===== src/rtl/avalon_master_arbiter_pkg.sv =====
// Shared types and constants for the Avalon master arbiter and its helpers.
package avalon_pkg;

    localparam int DATA_W = 32;

    localparam int REQ_INSTR = 0;
    localparam int REQ_DATA  = 1;
    localparam int REQ_DEBUG = 2;

    typedef enum logic [2:0] {
        IDLE  = 3'd0,
        ISSUE = 3'd1,
        WAIT  = 3'd2,
        RESP  = 3'd3,
        DRAIN = 3'd4
    } arb_state_t;

    // Index following idx, wrapping at n.
    function automatic int wrap_inc(input int idx, input int n);
        return (idx + 1 >= n) ? 0 : idx + 1;
    endfunction

endpackage


===== src/rtl/avalon_master_arbiter_if.sv =====
// Requester-side and master-side command buses of the arbiter in one bundle.
interface avalon_master_arbiter_if
    import avalon_pkg::*;
#(
    parameter int N = 3,
    parameter int W = DATA_W
);
    logic [N-1:0]   req;
    logic [N-1:0]   req_rnw;
    logic [N*W-1:0] req_addr;
    logic [N*W-1:0] req_wdata;
    logic [N-1:0]   req_done;
    logic [N-1:0]   req_err;
    logic [W-1:0]   rdata;

    logic           m_start;
    logic           m_rnw;
    logic [W-1:0]   m_addr;
    logic [W-1:0]   m_wdata;
    logic           m_done;
    logic [W-1:0]   m_rdata;

    modport master (
        input  req, req_rnw, req_addr, req_wdata, m_done, m_rdata,
        output req_done, req_err, rdata, m_start, m_rnw, m_addr, m_wdata
    );

    modport slave (
        output req, req_rnw, req_addr, req_wdata, m_done, m_rdata,
        input  req_done, req_err, rdata, m_start, m_rnw, m_addr, m_wdata
    );
endinterface


===== src/rtl/avalon_master_arbiter_rr_picker.sv =====
// Combinational N-way selector: fixed HIPRI first, else round-robin from ptr.
module rr_picker #(
    parameter int  N     = 3,
    parameter int  HIPRI = N,
    localparam int IW    = (N > 1) ? $clog2(N) : 1
) (
    input  logic [N-1:0]  req,
    input  logic [IW-1:0] ptr,
    output logic [IW-1:0] winner,
    output logic          valid
);
    logic          hi_req;
    logic [IW-1:0] sel;

    if (HIPRI >= 0 && HIPRI < N) begin : g_hi
        assign hi_req = req[HIPRI];
    end else begin : g_no_hi
        assign hi_req = 1'b0;
    end

    always_comb begin
        winner = '0;
        valid  = 1'b0;
        sel    = '0;
        // Walk from the far end so the index nearest ptr is assigned last.
        for (int k = N - 1; k >= 0; k--) begin
            sel = IW'((int'(ptr) + k) % N);
            if (req[sel] && int'(sel) != HIPRI) begin
                winner = sel;
                valid  = 1'b1;
            end
        end
        if (hi_req) begin
            winner = IW'(HIPRI);
            valid  = 1'b1;
        end
    end
endmodule


===== src/rtl/avalon_master_arbiter.sv =====
// Shares one avalon_mm_master command port between N requesters, with a
// watchdog that converts a hung slave into an error completion.
module avalon_master_arbiter
    import avalon_pkg::*;
#(
    parameter int  N       = 3,
    parameter int  W       = DATA_W,
    parameter int  HIPRI   = REQ_DEBUG,
    parameter int  TIMEOUT = 1024,
    localparam int IW      = (N > 1) ? $clog2(N) : 1,
    localparam int CW      = $clog2(TIMEOUT + 1)
) (
    input  logic                    CLK,
    input  logic                    RST,
    avalon_master_arbiter_if.master bus,
    output logic [IW-1:0]           grant_id,
    output logic                    busy,
    output logic                    timeout_flag,
    input  logic                    clr_timeout
);
    arb_state_t    state, state_d;
    logic [IW-1:0] ptr;
    logic [IW-1:0] pick;
    logic          pick_vld;
    logic [CW-1:0] cnt;
    logic          timed_out;
    logic          grant_hi;
    logic [IW-1:0] ptr_next;
    logic [W-1:0]  addr_v  [N];
    logic [W-1:0]  wdata_v [N];

    for (genvar i = 0; i < N; i++) begin : g_unpack
        assign addr_v[i]  = bus.req_addr[i*W +: W];
        assign wdata_v[i] = bus.req_wdata[i*W +: W];
    end

    rr_picker #(.N(N), .HIPRI(HIPRI)) u_pick (
        .req    (bus.req),
        .ptr    (ptr),
        .winner (pick),
        .valid  (pick_vld)
    );

    // A completion on the deadline cycle beats the watchdog.
    assign timed_out = (state == WAIT) && !bus.m_done && (cnt == CW'(TIMEOUT));
    assign grant_hi  = (int'(grant_id) == HIPRI);
    assign ptr_next  = IW'(wrap_inc(int'(grant_id), N));
    assign busy      = (state != IDLE);

    always_ff @(posedge CLK or posedge RST) begin
        if (RST) state <= IDLE;
        else     state <= state_d;
    end

    always_comb begin
        state_d = state;
        case (state)
            IDLE:    if (pick_vld) state_d = ISSUE;
            ISSUE:   state_d = WAIT;
            WAIT: begin
                if (bus.m_done)     state_d = RESP;
                else if (timed_out) state_d = DRAIN;
            end
            RESP:    state_d = IDLE;
            DRAIN:   if (bus.m_done) state_d = IDLE;
            default: state_d = IDLE;
        endcase
    end

    always_ff @(posedge CLK or posedge RST) begin
        if (RST) begin
            ptr          <= '0;
            cnt          <= '0;
            grant_id     <= '0;
            timeout_flag <= 1'b0;
            bus.m_start  <= 1'b0;
            bus.m_rnw    <= 1'b0;
            bus.m_addr   <= '0;
            bus.m_wdata  <= '0;
            bus.req_done <= '0;
            bus.req_err  <= '0;
            bus.rdata    <= '0;
        end else begin
            bus.m_start  <= 1'b0;
            bus.req_done <= '0;
            bus.req_err  <= '0;
            if (clr_timeout) timeout_flag <= 1'b0;
            case (state)
                IDLE: begin
                    cnt <= '0;
                    if (pick_vld) begin
                        grant_id    <= pick;
                        bus.m_rnw   <= bus.req_rnw[pick];
                        bus.m_addr  <= addr_v[pick];
                        bus.m_wdata <= wdata_v[pick];
                        bus.m_start <= 1'b1;
                    end
                end
                ISSUE: cnt <= cnt + CW'(1);
                WAIT: begin
                    if (cnt != CW'(TIMEOUT)) cnt <= cnt + CW'(1);
                    if (bus.m_done) begin
                        if (bus.m_rnw) bus.rdata <= bus.m_rdata;
                        bus.req_done[grant_id] <= 1'b1;
                        if (!grant_hi) ptr <= ptr_next;
                    end else if (timed_out) begin
                        bus.rdata              <= '0;
                        bus.req_done[grant_id] <= 1'b1;
                        bus.req_err[grant_id]  <= 1'b1;
                        timeout_flag           <= 1'b1;
                    end
                end
                DRAIN: begin
                    // Late data is dropped; only the fairness pointer moves.
                    if (bus.m_done && !grant_hi) ptr <= ptr_next;
                end
                default: ;
            endcase
        end
    end
endmodule


===== src/flat_wrapper.sv =====
// flat-port wrapper written by rule: the top's interface ports become plain ports
module avalon_master_arbiter_flat import avalon_pkg::*;
#(
    parameter int  N       = 3,
    parameter int  W       = DATA_W,
    parameter int  HIPRI   = REQ_DEBUG,
    parameter int  TIMEOUT = 1024,
    localparam int IW      = (N > 1) ? $clog2(N) : 1,
    localparam int CW      = $clog2(TIMEOUT + 1)
)
  (CLK, RST, grant_id, busy, timeout_flag, clr_timeout, bus_req, bus_req_rnw, bus_req_addr, bus_req_wdata, bus_m_done, bus_m_rdata, bus_req_done, bus_req_err, bus_rdata, bus_m_start, bus_m_rnw, bus_m_addr, bus_m_wdata);
  avalon_master_arbiter_if #(.N(N), .W(W)) bus_i ();
  input  logic CLK;
  input  logic RST;
  output logic [IW-1:0] grant_id;
  output logic busy;
  output logic timeout_flag;
  input  logic clr_timeout;
  input wire logic [$bits(bus_i.req)-1:0] bus_req;
  input wire logic [$bits(bus_i.req_rnw)-1:0] bus_req_rnw;
  input wire logic [$bits(bus_i.req_addr)-1:0] bus_req_addr;
  input wire logic [$bits(bus_i.req_wdata)-1:0] bus_req_wdata;
  input wire logic [$bits(bus_i.m_done)-1:0] bus_m_done;
  input wire logic [$bits(bus_i.m_rdata)-1:0] bus_m_rdata;
  output wire logic [$bits(bus_i.req_done)-1:0] bus_req_done;
  output wire logic [$bits(bus_i.req_err)-1:0] bus_req_err;
  output wire logic [$bits(bus_i.rdata)-1:0] bus_rdata;
  output wire logic [$bits(bus_i.m_start)-1:0] bus_m_start;
  output wire logic [$bits(bus_i.m_rnw)-1:0] bus_m_rnw;
  output wire logic [$bits(bus_i.m_addr)-1:0] bus_m_addr;
  output wire logic [$bits(bus_i.m_wdata)-1:0] bus_m_wdata;
  assign bus_i.req = bus_req;
  assign bus_i.req_rnw = bus_req_rnw;
  assign bus_i.req_addr = bus_req_addr;
  assign bus_i.req_wdata = bus_req_wdata;
  assign bus_i.m_done = bus_m_done;
  assign bus_i.m_rdata = bus_m_rdata;
  assign bus_req_done = bus_i.req_done;
  assign bus_req_err = bus_i.req_err;
  assign bus_rdata = bus_i.rdata;
  assign bus_m_start = bus_i.m_start;
  assign bus_m_rnw = bus_i.m_rnw;
  assign bus_m_addr = bus_i.m_addr;
  assign bus_m_wdata = bus_i.m_wdata;
  avalon_master_arbiter #(.N(N), .W(W), .HIPRI(HIPRI), .TIMEOUT(TIMEOUT)) u_core (.CLK(CLK), .RST(RST), .bus(bus_i), .grant_id(grant_id), .busy(busy), .timeout_flag(timeout_flag), .clr_timeout(clr_timeout));
endmodule

===== config.mk =====
export PLATFORM = sky130hd
export DESIGN_NAME = avalon_master_arbiter_flat
export DESIGN_NICKNAME = d
export VERILOG_FILES = /design/src/rtl/avalon_master_arbiter_pkg.sv /design/src/rtl/avalon_master_arbiter_if.sv /design/src/rtl/avalon_master_arbiter_rr_picker.sv /design/src/rtl/avalon_master_arbiter.sv /design/src/flat_wrapper.sv
export SDC_FILE = /design/constraint.sdc
export NUM_CORES = 1
export LEC_CHECK = 0
export BUFFER_PORTS_ARGS = -buffer_cell sky130_fd_sc_hd__buf_2
export CELL_PAD_IN_SITES_DETAIL_PLACEMENT = 1
export CELL_PAD_IN_SITES_GLOBAL_PLACEMENT = 1
export CORE_AREA = 5 5 145 147
export CTS_CLUSTER_DIAMETER = 150
export DETAILED_ROUTE_END_ITERATION = 7
export DIE_AREA = 0 0 150 152
export MAX_ROUTING_LAYER = met4
export PLACE_DENSITY = 0.91
export SYNTH_ARGS = -nofsm -noshare
export SYNTH_HDL_FRONTEND = slang
export SYNTH_SLANG_ARGS = --single-unit

===== constraint.sdc =====
create_clock -name CLK -period 5.15 [get_ports CLK]
set_clock_uncertainty 0.15 [all_clocks]
set_input_delay 0.515 -clock CLK [delete_from_list [all_inputs] [get_ports CLK]]
set_output_delay 0.515 -clock CLK [all_outputs]
set_load 0.03 [all_outputs]

-- Word level (Yosys, flattened, before mapping)
Index checks and enable logic that the tools add are counted.
- bits in registers: 123
- output and inout bits: 108
- bits of input ports: 234
- word-level logic and storage cells: 114
- $lt $le $gt $ge: 8
- divide/modulo/power cells: 3
- add/sub/neg operators: 4
- equality and inequality tests: 17
- reduce and logical (&&, ||, !) cells: 19
- bitwise operators: 1
- muxes and demuxes: 50
- operators with widths (cell ; number):
    $mux 32 ; 7
    $bmux 32 s2 ; 2
    $mod 32x3->32 const B ; 2
    $pmux 11 s3 ; 1
    $mod 3x3->32 const B ; 1
    $mux 3 ; 9
    $mux 2 ; 8
    $lt 2x3->1 const B ; 5
    $mux 1 ; 15
    $ne 2x2->1 const B ; 7
    $pmux 3 s4 ; 1
    $add 11x1->11 const B ; 1
    $eq 11x11->1 const B ; 1
    $mux 11 ; 1
    $ne 11x11->1 const B ; 1
    $bmux 1 s2 ; 4
    $logic_and 1x1->1 ; 7
    $add 2x1->3 const B ; 2
    $ne 2x1->1 const B ; 3
    $reduce_and 3->1 ; 2
    $reduce_bool 3->1 ; 2
    $pmux 2 s2 ; 1
    $reduce_and 2->1 ; 2
    $reduce_and 4->1 ; 1
    other kinds (14) ; 16

-- Logic depth before layout (Yosys ltp)
- depth in word-level cells: 13
- gate-level depth with buffers: 10
- gate-level depth less buffers: 8

-- By module
Synthesis repeated with hierarchy kept, for this count alone.
- cells, all modules: 746
- area total of the unflattened synthesis: 6556.3 µm²
- modules (own cells, without submodules) (module ; cells an instance ; area each (µm²) ; instances):
    avalon_master_arbiter ; 717 ; 6349.8 ; 1
    rr_picker ; 29 ; 206.4 ; 1

-- Worst setup path before layout
OpenSTA, ideal clock, no wires.
- kind: reg-to-reg
- start: register u_core.ptr[1]
- end: register u_core.bus.m_addr[19]
- period minus slack after synthesis: 2.343 ns
- path slack: 2.807 ns
- cell stages (with the launch flop): 11
- arrival: 2.048 ns
- path buffers: 3
- cells stage by stage: dfrtp_1 -> inv_1 -> ha_1 -> mux2_1 -> a32oi_2 -> a221o_1 -> buf_6 -> buf_12 -> buf_6 -> mux2i_1 -> o221ai_1
- cells in the longest elaborated chain, start to end: 13
- elaborated cells between the ends (all ways): 30
- those cells by class: add/sub: 2; div: 3; eq/ne: 3; mux: 17; bitwise: 1; reduce/logical: 4
- ends and longest elaborated chain (element ; line ; RTL):
    start, declared ; avalon_master_arbiter.sv:22 ; logic [IW-1:0] ptr;
    start signal, assigned ; avalon_master_arbiter.sv:105 ; if (!grant_hi) ptr <= ptr_next;
    start signal, assigned ; avalon_master_arbiter.sv:115 ; if (bus.m_done && !grant_hi) ptr <= ptr_next;
    $add 2x2->3 ; avalon_master_arbiter_rr_picker.sv:27 ; sel = IW'((int'(ptr) + k) % N);
    $mod 32x3->32 ; avalon_master_arbiter_rr_picker.sv:27 ;
    $bmux 1 s2 ; avalon_master_arbiter_rr_picker.sv:28 ; if (req[sel] && int'(sel) != HIPRI) begin
    $mux 1 (not written as such) ; avalon_master_arbiter_rr_picker.sv:28 ;
    $logic_and 1x1->1 ; avalon_master_arbiter_rr_picker.sv:28 ;
    $mux 2 (3 in a row) ; avalon_master_arbiter_rr_picker.sv:28 ;
    $mux 2 ; avalon_master_arbiter_rr_picker.sv:33 ; if (hi_req) begin
    $not 2->3 (not written as such) ; avalon_master_arbiter.sv:94 ; bus.m_addr <= addr_v[pick];
    $bmux 32 s2 ; avalon_master_arbiter.sv:94 ;
    $mux 32 (not written as such) (2 in a row) ; avalon_master_arbiter.sv:94 ;
    end signal, assigned ; avalon_master_arbiter.sv:94 ;
    end, declared ; avalon_master_arbiter_if.sv:25 ; output req_done, req_err, rdata, m_start, m_rnw, m_addr, m_wdata
Parallel ways exist; a longest one is shown, timed or not. The select of a mux whose other input is x is not followed.
A chain may end at the register's enable or synchronous reset.

-- Final worst setup path
- start: register u_core.ptr[1]
- end: register u_core.bus.m_wdata[1]
- cells in the longest elaborated chain, start to end: 13
- elaborated cells between the ends (all ways): 30
- those cells by class: add/sub: 2; div: 3; eq/ne: 3; mux: 17; bitwise: 1; reduce/logical: 4
- ends and longest elaborated chain (element ; line ; RTL):
    $add 2x2->3 ; avalon_master_arbiter_rr_picker.sv:27 ;
    $mod 32x3->32 ; avalon_master_arbiter_rr_picker.sv:27 ;
    $bmux 1 s2 ; avalon_master_arbiter_rr_picker.sv:28 ;
    $mux 1 (not written as such) ; avalon_master_arbiter_rr_picker.sv:28 ;
    $logic_and 1x1->1 ; avalon_master_arbiter_rr_picker.sv:28 ;
    $mux 2 (3 in a row) ; avalon_master_arbiter_rr_picker.sv:28 ;
    $mux 2 ; avalon_master_arbiter_rr_picker.sv:33 ;
    $not 2->3 (not written as such) ; avalon_master_arbiter.sv:95 ; bus.m_wdata <= wdata_v[pick];
    $bmux 32 s2 ; avalon_master_arbiter.sv:95 ;
    $mux 32 (not written as such) (2 in a row) ; avalon_master_arbiter.sv:95 ;
    end signal, assigned ; avalon_master_arbiter.sv:95 ;
    end, declared ; avalon_master_arbiter_if.sv:25 ;
Parallel ways exist; a longest one is shown, timed or not. The select of a mux whose other input is x is not followed.

==> impl_metrics.ini <==
[status]
status = finished clean

[sta]
hold_viol = 0
relSlewSlack_pct = 19.9
finalCriticalPeriod_ns = 3.25
post-route-period-util_pct = 63.2
drv_slew = 0
final-setup-viol-count = 0
holdWs_ns = 0.0589
tightest_slew_ns = 1.20
fmax_mhz = 307
final.setup.tns_ns = 0
rsz0062_at_grt = false

[route]
final_antenna_net_count = 0
viasPerCell = 5.22
dr.pass1.iters = 4
wl_per_cell_um = 20.5
vias = 6221
wl_um = 24400
drtIter0Drc = 272
remaining_drc_errors = 0

[synthesis]
synth_area_leaders = dfrtp_1, mux2i_1, o221ai_1
synth_area_um2 = 6340
ys_ff_latch = 123
synth-main-ff-cell = dfrtp_1
synth.top_cell.area_share_pct = 48.6
synth_largest_area_cell = dfrtp_1
synth_nets = 827
synth_area_per_cell_um2 = 10.8
async_reset_ff_share_pct = 100
ys_warn_count = 0
yosysUniqueCellTypes = 49
synth-edff-count = 0
ys_seq_area_share_pct = 48.6
synth_most_common_cell = dfrtp_1
ys_top_cells_by_count = dfrtp_1, inv_1, a22oi_1, mux2i_1, o221ai_1
netlist_instances = 587

[critical_path]
cp.arrival_ns = 3.36
slowest_delay_ns = 0.76
start_kind = register
reg2reg_setup_slack_ns = 1.90
worstPathMaxFanout = 45
path_delay_family = compound AO/OA/AOI/OAI gates
critPathBufInv = 2
crit_type = register to register
crit_required_ns = 5.25
cpMaxStageDelayCell = a221o_4
cp-end-kind = register
cp_cell_sequence = inv_1 > ha_1 > mux2_1 > a32oi_2 > a221o_4 > buf_4 > mux2i_1 > o221ai_1

[cts]
ctsResizeCount = 0
cts.sinks = 123
cts_tree = done
cts_setup_buffers = 0
numCtsBuffers = 17
h-tree-depth = 4
hold_buffers = 0
root_buffer = clkbuf_16
clk_pin_slew_ns = 0.07
cts_max_path_buffers = 2
clock_latency_ns = 0.41

[global_routing]
grt_pass1_wl_um = 37600
grt_max_degree = 67
grt_antenna_before_repair = 0
grt_pass1_vias = 6989
grt_overflow = 0
track_usage_pct = 21.4

[final_layout]
nFillCells = 2325
antenna-diode-count = 0
area_growth_pct = 39.0
drive_above_1_share_pct = 42.6
finalNetCount = 1148
utilization_pct = 44.5
seq_area_um2 = 3080
multiInputGateArea_um2 = 2750

[power]
pwr-share-comb_pct = 51.2
clkPwrFrac_pct = 19.6
ir_drop_uv = 299
power.share.sequential_pct = 29.2
switchingPower_mw = 2.89
leakagePower_nw = 4.82
power.share.switching_pct = 47.6
powerDensity_nw_per_um2 = 688
internal_power_mw = 3.18
total_power_mw = 6.06

[floorplan]
die_h_um = 152
dieArea_um2 = 22800
core_area_um2 = 19800
ios = 342
rows = 52
die_x_um = 150
initial_core_util_pct = 32.0

[placement]
place_hpwl_um = 18300
port_buffers = 341
gp_congestion = 0.842

[min_path]
hp-class = input pin to asynchronous set/reset pin

[flow_run]
cap_viol_max_count = 0
==> cell families after synthesis <==
group           Yosys count  share of synthesized area (%)
compound gates          194                           24.5
buf+inv                 127                           8.61
flops                   123                           48.6
mux                      69                           10.9
simple gates             61                           5.21
xor+xnor                  7                          0.967
fa+ha+maj                 6                           1.18
==> per-layer routing <==
metal,routed length (µm),vias to the layer above,part of all wire (%),track usage [%]
li1,-,2855,-,-
met1,9730,3059,40,25.0
met2,12300,272,50,36.2
met3,1860,35,7.6,5.18
met4,497,0,2.0,6.45
met5,0,-,0,-
==> per-stage QoR <==
| step | cells | setup WS, ns | instance area, µm² |
|---|---|---|---|
| finish | 1191 | 1.90 | 8810 |
| CTS | 1191 | 1.83 | 8810 |
| global route | 1191 | 1.71 | 8810 |
| floorplan | 587 | 1.21 | 6340 |
| global placement | 1159 | 2.09 | 8240 |
| detailed placement | 1159 | 1.85 | 8240 |
==> flip-flops by register name, summed over array words and instances (netlist names) <==
name,count
u_core.bus.req_done,3
u_core.grant_id,2
u_core.bus.m_start,1
u_core.ptr,2
u_core.bus.m_rnw,1
u_core.bus.m_addr,32
u_core.bus.req_err,3
u_core.timeout_flag,1
u_core.state,3
u_core.bus.rdata,32
u_core.bus.m_wdata,32
u_core.cnt,11
==> final timing paths <==
kind,cells after the start,end,from
min,2,u_core.bus.m_wdata[0],RST
min in group CLK,2,u_core.timeout_flag,clr_timeout
max,8,u_core.bus.m_wdata[1],u_core.ptr[1]
max in group asynchronous,3,u_core.bus.m_wdata[15],RST
min reg2reg,1,u_core.bus.rdata[23],u_core.bus.rdata[23]
max reg2reg,8,u_core.bus.m_wdata[1],u_core.ptr[1]
==> power by group through the flow <==
| stage | logic [mW] | registers, mW | clock network (mW) |
|---|---|---|---|
| after global placement | 3.00 | 1.74 | 0 |
| final | 3.11 | 1.77 | 1.19 |
| after global routing | 3.36 | 1.83 | 1.26 |
| after floorplan | 1.49 | 2.45 | 0 |
| after detailed placement | 3.15 | 1.77 | 0 |
| after CTS | 3.15 | 1.77 | 1.21 |
==> cells in the final DEF, fill, tap and decap left out, types with 3 or more instances in the layout <==
master,count
buf_2,341
dfrtp_1,123
inv_1,78
mux2i_1,67
a22oi_1,67
o221ai_1,65
a22o_1,32
clkbuf_16,17
nor2_1,16
nand2_1,11
o21ai_0,9
buf_4,8
ha_1,6
inv_6,6
xor2_1,5
a21oi_1,5
nand3_1,4
nand2b_1,3
a211oi_1,3
nor4_1,3
or3_1,3
clkinv_4,3
==> layout make-up <==
class                           count  area share (%)
Tap cell                          270            3.84
Inverter                           80            3.44
Timing Repair Buffer              349            20.1
Clock inverter                     14            1.52
Multi-Input combinational cell    337            31.2
Sequential cell                   123            34.9
Clock buffer                       18            4.99
==> worst register-to-register path, delay by kind of cell, from the launching register on <==
family | cells | cell delay (ns)
mux | 2 | 0.64
buf+inv | 2 | 0.46
flops | 1 | 0.41
compound gates | 3 | 1.17
fa+ha+maj | 1 | 0.28
Note: power is estimated with default switching activity, not from simulation.
